### src/rtl/mult_unit.sv
// Iterative shift-add multiplier for MULT/MULTU with its own HI/LO registers.
// A started multiply runs for WIDTH shift-add iterations on operand magnitudes,
// then one fix-up cycle applies the sign and commits the 2*WIDTH-bit product.
module mult_unit #(
    parameter int unsigned WIDTH = 32
) (
    input  logic             clk,
    input  logic             reset,
    input  logic             start_multE,
    input  logic             signed_multE,
    input  logic [WIDTH-1:0] srcaE,
    input  logic [WIDTH-1:0] srcbE,
    input  logic             mthiW,
    input  logic             mtloW,
    input  logic [WIDTH-1:0] wdataW,
    output logic             busy_multE,
    output logic             done_multE,
    output logic [WIDTH-1:0] hi,
    output logic [WIDTH-1:0] lo
);

    localparam int unsigned CntW = (WIDTH > 1) ? $clog2(WIDTH) : 1;
    localparam logic [CntW-1:0] LastCnt = CntW'(WIDTH - 1);

    typedef enum logic [1:0] {
        StIdle,
        StRun,
        StFix
    } multState_t;

    multState_t stateQ, stateD;

    logic [2*WIDTH-1:0] mcandQ;
    logic [WIDTH-1:0]   mplierQ;
    logic [2*WIDTH-1:0] accQ;
    logic [CntW-1:0]    countQ;
    logic               negQ;
    logic [WIDTH-1:0]   hiQ;
    logic [WIDTH-1:0]   loQ;
    logic               doneQ;

    logic               startAccept;
    logic               lastIter;
    logic               negA;
    logic               negB;
    logic [WIDTH-1:0]   magA;
    logic [WIDTH-1:0]   magB;
    logic [2*WIDTH-1:0] addend;
    logic [2*WIDTH-1:0] accSum;
    logic [2*WIDTH-1:0] prodFixed;
    logic               regWriteOk;

    // A start is only honoured from IDLE; while busy it is ignored entirely.
    assign startAccept = start_multE & (stateQ == StIdle);
    assign lastIter    = (countQ == LastCnt);

    // MTHI/MTLO only land when the unit is idle and no product is being launched.
    assign regWriteOk  = (stateQ == StIdle) & ~start_multE;

    // Operand magnitudes; the most negative value maps to 2^(WIDTH-1), which still fits.
    always_comb begin
        negA = signed_multE & srcaE[WIDTH-1];
        negB = signed_multE & srcbE[WIDTH-1];
        magA = negA ? (WIDTH'(0) - srcaE) : srcaE;
        magB = negB ? (WIDTH'(0) - srcbE) : srcbE;
    end

    // One shift-add step and the final sign correction.
    always_comb begin
        addend    = mplierQ[0] ? mcandQ : '0;
        accSum    = accQ + addend;
        prodFixed = negQ ? ((2 * WIDTH)'(0) - accQ) : accQ;
    end

    // FSM state register.
    always_ff @(posedge clk or negedge reset) begin
        if (!reset) begin
            stateQ <= StIdle;
        end else begin
            stateQ <= stateD;
        end
    end

    // FSM next-state logic: IDLE -> RUN (WIDTH edges) -> FIX -> IDLE.
    always_comb begin
        stateD = stateQ;
        unique case (stateQ)
            StIdle: begin
                if (start_multE) begin
                    stateD = StRun;
                end
            end
            StRun: begin
                if (lastIter) begin
                    stateD = StFix;
                end
            end
            StFix: begin
                stateD = StIdle;
            end
            default: begin
                stateD = StIdle;
            end
        endcase
    end

    // FSM outputs: busy is decoded from state, the rest come straight from flops.
    always_comb begin
        busy_multE = (stateQ != StIdle);
        done_multE = doneQ;
        hi         = hiQ;
        lo         = loQ;
    end

    // Multiply datapath: operand capture on start, one iteration per RUN edge.
    always_ff @(posedge clk or negedge reset) begin
        if (!reset) begin
            mcandQ  <= '0;
            mplierQ <= '0;
            accQ    <= '0;
            countQ  <= '0;
            negQ    <= 1'b0;
        end else if (startAccept) begin
            mcandQ  <= {{WIDTH{1'b0}}, magA};
            mplierQ <= magB;
            accQ    <= '0;
            countQ  <= '0;
            negQ    <= signed_multE & (srcaE[WIDTH-1] ^ srcbE[WIDTH-1]);
        end else if (stateQ == StRun) begin
            accQ    <= accSum;
            mcandQ  <= {mcandQ[2*WIDTH-2:0], 1'b0};
            mplierQ <= {1'b0, mplierQ[WIDTH-1:1]};
            countQ  <= countQ + 1'b1;
        end
    end

    // HI/LO commit from FIX, otherwise idle-only writeback writes.
    always_ff @(posedge clk or negedge reset) begin
        if (!reset) begin
            hiQ <= '0;
            loQ <= '0;
        end else if (stateQ == StFix) begin
            hiQ <= prodFixed[2*WIDTH-1:WIDTH];
            loQ <= prodFixed[WIDTH-1:0];
        end else if (regWriteOk) begin
            if (mthiW) begin
                hiQ <= wdataW;
            end
            if (mtloW) begin
                loQ <= wdataW;
            end
        end
    end

    // Single-cycle done pulse in the cycle after the product is committed.
    always_ff @(posedge clk or negedge reset) begin
        if (!reset) begin
            doneQ <= 1'b0;
        end else begin
            doneQ <= (stateQ == StFix);
        end
    end

endmodule

### config.mk
export PLATFORM = sky130hd
export DESIGN_NAME = mult_unit
export DESIGN_NICKNAME = d
export VERILOG_FILES = /design/src/rtl/mult_unit.sv
export SDC_FILE = /design/constraint.sdc
export NUM_CORES = 1
export LEC_CHECK = 0
export BUFFER_PORTS_ARGS = -buffer_cell sky130_fd_sc_hd__buf_2
export CAP_MARGIN = 25
export CORE_MARGIN = 2
export CORE_UTILIZATION = 50
export DETAILED_ROUTE_END_ITERATION = 12
export PLACE_DENSITY = 0.77
export REMOVE_ABC_BUFFERS = 1
export SLEW_MARGIN = 20
export SYNTH_ARGS = -nofsm -noshare
export SYNTH_HDL_FRONTEND = slang
export SYNTH_SLANG_ARGS = --single-unit
### constraint.sdc
create_clock -name clk -period 6.5 [get_ports clk]
set_clock_uncertainty 0.1 [all_clocks]
set_input_delay 0.65 -clock clk [delete_from_list [all_inputs] [get_ports clk]]
set_output_delay 0.65 -clock clk [all_outputs]
set_load 0.03 [all_outputs]
==> key figures, run 1 <==
Setup path
  – Reg2Reg Capture Point: accQ[56]
  – Crit end category: register
  – Worst path max stage delay: 550 ps
  – Crit-path cells: buf_4 > and2_1 > ha_1 > nand4_1 > nor4_1 > a2111oi_0 > nand2_1 > o21bai_1 > o21ai_0 > o21ai_1 > o21ai_0 > a221o_1
  – Most numerous cell on the critical path: o21ai_0
  – WP data required: 6820 ps
  – FF-to-FF setup slack: 2400 ps
  – R2R depth: 12
  – R2r startpoint: mplierQ[0]
  – CP Buf/Inv Count: 1
  – Cell family with the largest share of critical-path delay: compound AO/OA/AOI/OAI gates
  – Crit start category: register
  – Crit Path Max Fanout: 59
  – Setup CP Type: reg -> reg
  – WP data arrival: 4420 ps
  – Max stage delay cell, worst path: o21ai_1

Yosys
  – Post-synthesis cell count: 1,892
  – Cell Area, Synth: 15,980 um^2
  – Synth Register Bits: 233
  – Yosys warning count: 0
  – Cell variety after synth: 61
  – Top_reg_cell synth: dfrtp_1
  – Synthesized area per cell: 8.447 um^2
  – Ys async rst share: 100.0%
  – Seq/Total Area, Yosys: 36.48%
  – Number of synthesized flops with an enable pin: 0

STA
  – Slew @ Worst Pin: 1023 ps
  – Fmax: 243.8 MHz
  – Final period utilization: 63.09%
  – Fin crit period: 4101 ps
  – RSZ-0062 raised after global routing: no
  – Max-slew violations: 0
  – Setup slack after layout: 2399 ps
  – WHS: -14.55 ps
  – Rel. slew slack: 31.19%
  – Final Hold Viols: 5
  – Setup violators final: 0

Power
  – Sw Ratio: 45.72%
  – Sw Pwr: 3.722 mW
  – Comb pwr share: 46.9%
  – Leak: 7.848 nW
  – Maximum VDD drop: 0.2430 mV
  – Clock share of power: 18.3%
  – Pwr Density: 453.5 nW/um^2
  – Register share of total power: 34.8%
  – Int Pwr: 4.418 mW

Cells and area
  – Final Non-Filler Cells: 2,406
  – N_diodes: 0
  – Final Cell Area: 17,950 um^2
  – Commonest non-fill, non-tap cell in the layout: dfrtp_1
  – Final net count: 2,155
  – Layout cells sized above 1: 12.72%
  – Area growth syn-to-layout: 12.31%
  – Utilization after layout: 56.88%
  – Most frequent cells in the layout: 232 x dfrtp_1, 208 x nand2_1, 207 x o21ai_0

Floorplanning
  – Initial Util: 50.65%
  – Area of the core: 31,560 um^2
  – Die ar.: 33,410 um^2
  – Width of the die: 182.8 um
  – Die height: 182.8 um
  – Top-level port count: 168
  – Row count: 65

CTS
  – Worst-case clock buffer depth: 3
  – # Post-CTS Setup Buffers: 0
  – Hold buffers post-CTS: 0
  – Clock latency on the worst-skew pair: 550 ps
  – CTS sink count: 233
  – Total CTS buffers: 26
  – Resized cells post-CTS: 0
  – CTS tree: built
  – H-tree levels: 1
  – CTS clk-pin slew, worst paths: 60 ps
  – Clock root buffer: clkbuf_16

GRT
  – GR Overflow Total: 0
  – Number of global-route vias before repair: 14,190
  – First-pass GRT wire length: 75,740 um
  – Antenna violations before repair: 2
  – Largest net degree at the start of global routing: 128
  – Gr usage total: 27.76%

Routing
  – WL/cell: 19.37 um
  – Vias per cell: 6.169
  – Drc violations: 0
  – DR iter-0 viols: 1,236
  – Initial DRT Pass Iterations: 6
  – Vias: 14,840
  – WL final: 46,600 um
  – Post-DRT Antenna Nets: 0

Status
  – Violated checks: negative hold slack
  – Status: finished with violations

Place
  – Number of port buffers: 167
  – Post-DP HPWL: 34,530 um
  – Inst Count DP: 2,357
  – Pre-CTS setup slack: 2465 ps
  – Placed Area: 17,050 um^2
  – GP Congestion: 0.9773

Hold path
  – Hold Crit Class: in -> async

Job
  – Max_cap viols: 0
-- registers in the layout (all words and copies together), names as in the netlist --
name and cells:
negQ 1, accQ 64, countQ 5, hi 32
mcandQ 64, mplierQ 32, stateQ 2, lo 32
done_multE 1
-- routing by layer --
| layer | up-vias | global-route usage [%] | wire length, um | part of all wire (%) |
|---|---|---|---|---|
| met1 | 7110 | 40.21 | 21230 | 46 |
| li1 | 7078 | - | - | - |
| met3 | 62 | 3.872 | 3533 | 7.6 |
| met4 | 2 | 6.336 | 916 | 2.0 |
| met2 | 591 | 44.32 | 20910 | 45 |
| met5 | - | 0 | 11 | 0.024 |
-- power by group through the flow --
stage / clock network, mW / logic [mW] / registers [mW]
CTS: 1.51 / 3.77 / 2.82
floorplan: 0 / 2.36 / 2.99
detailed placement: 0 / 3.75 / 2.84
finish: 1.49 / 3.82 / 2.83
global route: 1.57 / 4.21 / 2.90
global placement: 0 / 3.66 / 2.82
-- cell families after synthesis --
group / share of synthesized area, %
flip-flops: 36.48
adder cells (fa/ha/maj): 5.449
AO/OA/AOI/OAI: 26.28
AND/OR/NAND/NOR: 18.78
buffers and inverters: 3.476
XOR/XNOR: 9.152
multiplexers: 0.3758
-- through the flow --
| stage | setup TNS (ps) | hold WS, ps | total power [mW] |
|---|---|---|---|
| after floorplan | -63000 | 254.4 | 5.350 |
| after global placement | 0 | 353.6 | 6.472 |
| after detailed placement | 0 | 361.3 | 6.594 |
| after CTS | 0 | 66.37 | 8.100 |
| after global routing | 0 | 84.21 | 8.688 |
| final | 0 | -14.55 | 8.141 |
-- final cells by class --
| type | instances | area, um^2 |
|---|---|---|
| fill | 2854 | 13610 |
| multi-input combinational | 1511 | 9619 |
| sequential | 233 | 5832 |
| timing repair buffer | 184 | 1018 |
| clock buffer | 39 | 779.5 |
| tap | 402 | 503.0 |
| inverter | 28 | 105.1 |
| clock inverter | 9 | 92.59 |
-- synth_stat cells (all sizes together), types with 13 or more instances --
library cell | instances | share of area (%)
xnor2 | 93 | 5.1
nand3 | 21 | 0.66
and2 | 72 | 2.8
clkbuf | 105 | 2.5
nor3 | 32 | 1.0
a21o | 34 | 1.6
dfrtp | 233 | 36
nor2 | 151 | 3.5
or2 | 13 | 0.51
inv | 28 | 0.66
nand4 | 28 | 1.1
xor2 | 74 | 4.1
ha | 68 | 5.3
o21bai | 14 | 0.66
a22oi | 63 | 3.0
nand2b | 16 | 0.63
a21oi | 125 | 3.9
a211oi | 15 | 0.70
a22o | 38 | 2.1
buf | 15 | 0.35
or4 | 22 | 1.1
o41ai | 13 | 0.83
nand2 | 208 | 4.9
o21ai | 208 | 6.5
or3 | 26 | 1.0
o31ai | 58 | 2.8
-- worst max path at each step --
| stage | slack, ps | to | cells after the start | from |
|---|---|---|---|---|
| 6_report | 2400 | accQ[56] | 12 | mplierQ[0] |
| 5_1_grt | 2100 | accQ[63] | 12 | mplierQ[0] |
| 4_1_cts | 2420 | accQ[61] | 12 | mplierQ[0] |
| 3_5_place_dp | 2470 | accQ[56] | 12 | mplierQ[0] |
| 3_3_place_gp | 2570 | accQ[58] | 12 | mplierQ[0] |
| 2_1_floorplan | -780 | mcandQ[1] | 2 | stateQ[0] |
Note: power is estimated with default switching activity, not from simulation.
==> run 2: changes to the inputs <==
Settings changed: ABC_AREA set to 1.
Clock period 6.5 ns to 3.87 ns, I/O delays scaled along.
==> run 2 against run 1 <==
Against the previous run:
- the run now ends clean
- critical path depth rose by 3
- power rose by 140%
- setup slack got worse by 1900 ps
- clock power rose by 98%
- sequential power rose by 79%
- core utilization fell by 0.37 points
- largest cell class unchanged
==> key figures, run 2 <==
Status
  – Status: finished clean

CTS
  – Clock latency on the worst-skew pair: 590 ps (+40 ps)
  – H-tree levels: 1 (unchanged)
  – Total CTS buffers: 29 (+12%)
  – Worst-case clock buffer depth: 3 (unchanged)
  – CTS tree: built
  – CTS sink count: 233 (unchanged)
  – Clock root buffer: clkbuf_16
  – CTS clk-pin slew, worst paths: 60 ps (about the same)
  – Resized cells post-CTS: 0 (unchanged)

Cells and area
  – Utilization after layout: 56.51% (-0.37 points)
  – Final Non-Filler Cells: 4,062 (+69%)
  – Final net count: 3,685 (+71%)
  – N_diodes: 0 (unchanged)
  – Layout cells sized above 1: 8.962% (-3.8 points)
  – Commonest non-fill, non-tap cell in the layout: nand2_1
  – Area growth syn-to-layout: 11.28%
  – Most frequent cells in the layout: 1,222 x nand2_1, 602 x inv_1, 315 x nor2_1
  – Top Registers: accQ (64), mcandQ (64)

Floorplanning
  – Initial Util: 50.78% (+0.14 points)
  – Row count: 73 (+12%)
  – Area of the core: 39,820 um^2 (+26%)
  – Width of the die: 205.1 um (+12%)
  – Top-level port count: 168 (unchanged)
  – Die height: 205.1 um (+12%)
  – Die ar.: 42,070 um^2 (+26%)

STA
  – Slew @ Worst Pin: 876.1 ps (-146.5 ps)
  – RSZ-0062 raised after global routing: no
  – Fmax: 296.7 MHz (+22%)
  – Final Hold Viols: 0 (-5)
  – Max-slew violations: 0 (unchanged)
  – Fin crit period: 3370 ps (-731.0 ps)
  – Final period utilization: 87.08% (+24 points)
  – Setup violators final: 0 (unchanged)
  – Rel. slew slack: 41.59% (+10 points)

Setup path
  – Reg2Reg Capture Point: accQ[62]
  – Most numerous cell on the critical path: nand2_1
  – Max stage delay cell, worst path: dfrtp_2
  – WP data required: 4250 ps (-2570 ps)
  – Cell family with the largest share of critical-path delay: simple AND/OR/NAND/NOR gates
  – CP Buf/Inv Count: 3 (+2)
  – Worst path max stage delay: 620 ps (+70 ps)
  – WP data arrival: 3750 ps (-670 ps)
  – Crit-path cells: buf_4 > nand2_1 > inv_1 > ha_1 > nand2_1 > nor2_1 > inv_1 > nor2_1 > nand2_1 > nor4_1 > nand2_1 > nand2_1 > nand2_1 > nand3_1 > nand2_1
  – R2R depth: 15 (+3)
  – R2r startpoint: mplierQ[0]
  – Crit end category: register
  – Setup CP Type: reg -> reg
  – FF-to-FF setup slack: 500 ps (-1900 ps)
  – Crit start category: register
  – Crit Path Max Fanout: 41 (-31%)
  – Critical path origin: mplierQ[0]

Yosys
  – Cell Area, Synth: 20,220 um^2 (+27%)
  – Seq/Total Area, Yosys: 28.83% (-7.7 points)
  – Number of synthesized flops with an enable pin: 0 (unchanged)
  – Post-synthesis cell count: 3,389 (+79%)
  – Ys async rst share: 100.0% (unchanged)
  – Yosys warning count: 0 (unchanged)
  – Top_reg_cell synth: dfrtp_1
  – Synth Register Bits: 233 (unchanged)
  – Top-area cell type share of the netlist area: 28.83% (-7.7 points)
  – Cell variety after synth: 58 (-4.9%)
  – Synthesized area per cell: 5.967 um^2 (-29%)
  – Synth cell count leaders: 1,223 x nand2_1, 602 x inv_1, 315 x nor2_1
  – Count leader, synth: nand2_1
  – Yosys top cell by area: dfrtp_1
  – Synth top area cells: dfrtp_1 29%, nand2_1 23%, inv_1 11%

Place
  – Inst Count DP: 4,004 (+70%)
  – GP Congestion: 1.018 (+4.2%)
  – Post-DP HPWL: 52,670 um (+53%)
  – Number of port buffers: 167 (unchanged)

Power
  – Tot Pwr: 19.93 mW (+140%)
  – Leak: 12.52 nW (+60%)
  – Maximum VDD drop: 0.5427 mV (+120%)
  – Pwr Density: 885.7 nW/um^2 (+95%)

Hold path
  – Hold Path Origin: wdataW[21]
  – Hold Crit Class: in -> reg
  – Hold Path End: hi[21]
  – Hold depth: 3

Routing
  – Drc violations: 0 (unchanged)
  – WL/cell: 16.55 um (-15%)
  – DR iter-0 viols: 1,768 (+43%)
  – Initial DRT Pass Iterations: 6 (unchanged)
  – Vias: 21,560 (+45%)
  – Post-DRT Antenna Nets: 0 (unchanged)
  – Vias per cell: 5.307 (-14%)
  – WL final: 67,220 um (+44%)

GRT
  – Largest net degree at the start of global routing: 95 (-26%)
  – Gr usage total: 32.25% (+4.5 points)
  – GR Overflow Total: 0 (unchanged)
  – First-pass GRT wire length: 107,500 um (+42%)
  – Antenna violations before repair: 0 (-2)
  – Number of global-route vias before repair: 20,230 (+43%)

Job
  – Max_cap viols: 0 (unchanged)
## run 2: cell types whose count changed after synthesis, sizes merged, moves of 34 or more
cell	delta
clkbuf	-50
and2	-68
o22ai	+37
o31ai	-54
nand3	+206
inv	+583
nand2	+1019
a21o	-34
xor2	-54
a22o	-35
nor2	+178
xnor2	-86
a22oi	-61
## run 2: cells by family (layout without fill, tap and decap cells)
family	after synthesis	count (layout)	share of synthesized area (%)
XOR/XNOR	27	27	1.169
AO/OA/AOI/OAI	469	469	13.60
adder cells (fa/ha/maj)	69	69	4.306
buffers and inverters	708	856	13.86
flip-flops	233	233	28.83
AND/OR/NAND/NOR	1883	1883	38.24
## run 2: how the worst max path moves through the flow
| stage | endpoint | slack [ps] | depth (start not counted) |
|---|---|---|---|
| final | accQ[62] | 500 | 15 |
| after global routing | accQ[62] | 150 | 15 |
| after CTS | accQ[62] | 570 | 15 |
| after detailed placement | accQ[62] | 600 | 15 |
| after global placement | accQ[62] | 630 | 15 |
| after floorplan | mplierQ[10] | -1130 | 7 |
## run 2: per-stage QoR
step,TNS [ps],setup slack [ps],area [um^2],hold slack [ps]
after floorplan,-102360,-1130,19710,-8.591
after global placement,0,625.4,21410,358.5
after detailed placement,0,604.4,21430,360.6
after CTS,0,570.7,22500,3.786
after global routing,0,149.7,22500,35.25
final,0,500.1,22500,15.72
## run 2: area by class of cell
cell class,count,area (um^2)
clock inverters,17,246.5
well taps,525,656.9
repair buffers,191,1086
inverters,611,2293
fillers,4110,17320
multi-input cells,2448,11600
clock buffers,37,785.8
flip-flops and latches,233,5833
## run 2: report_power, final
| part | leakage [nW] | internal, mW | switching, mW | total (mW) |
|---|---|---|---|---|
| combinational | 9.24 | 3.80 | 8.11 | 11.9 |
| clock | 0.495 | 1.78 | 1.17 | 2.95 |
| sequential | 2.78 | 3.67 | 1.40 | 5.07 |
## run 2: what timing repair did
action / in CTS / in global routing
buffers inserted: 0 / 0
hold endpoints to repair: 95 / 0
hold buffers: 4 / 0
## run 2: per-layer routing
metal | share of wire (%) | global-route usage [%] | wire length, um | vias up
met5 | 0 | 0 | 0 | -
met4 | 3.7 | 11.72 | 2495 | 0
met3 | 7.7 | 3.261 | 5173 | 131
met2 | 45 | 53.16 | 30020 | 850
met1 | 44 | 43.86 | 29530 | 9747
li1 | - | - | - | 10830
## run 2: worst min-delay path: stages
cell      delay [ps]
buf_2             90
a21oi_1           50
a21boi_1         130
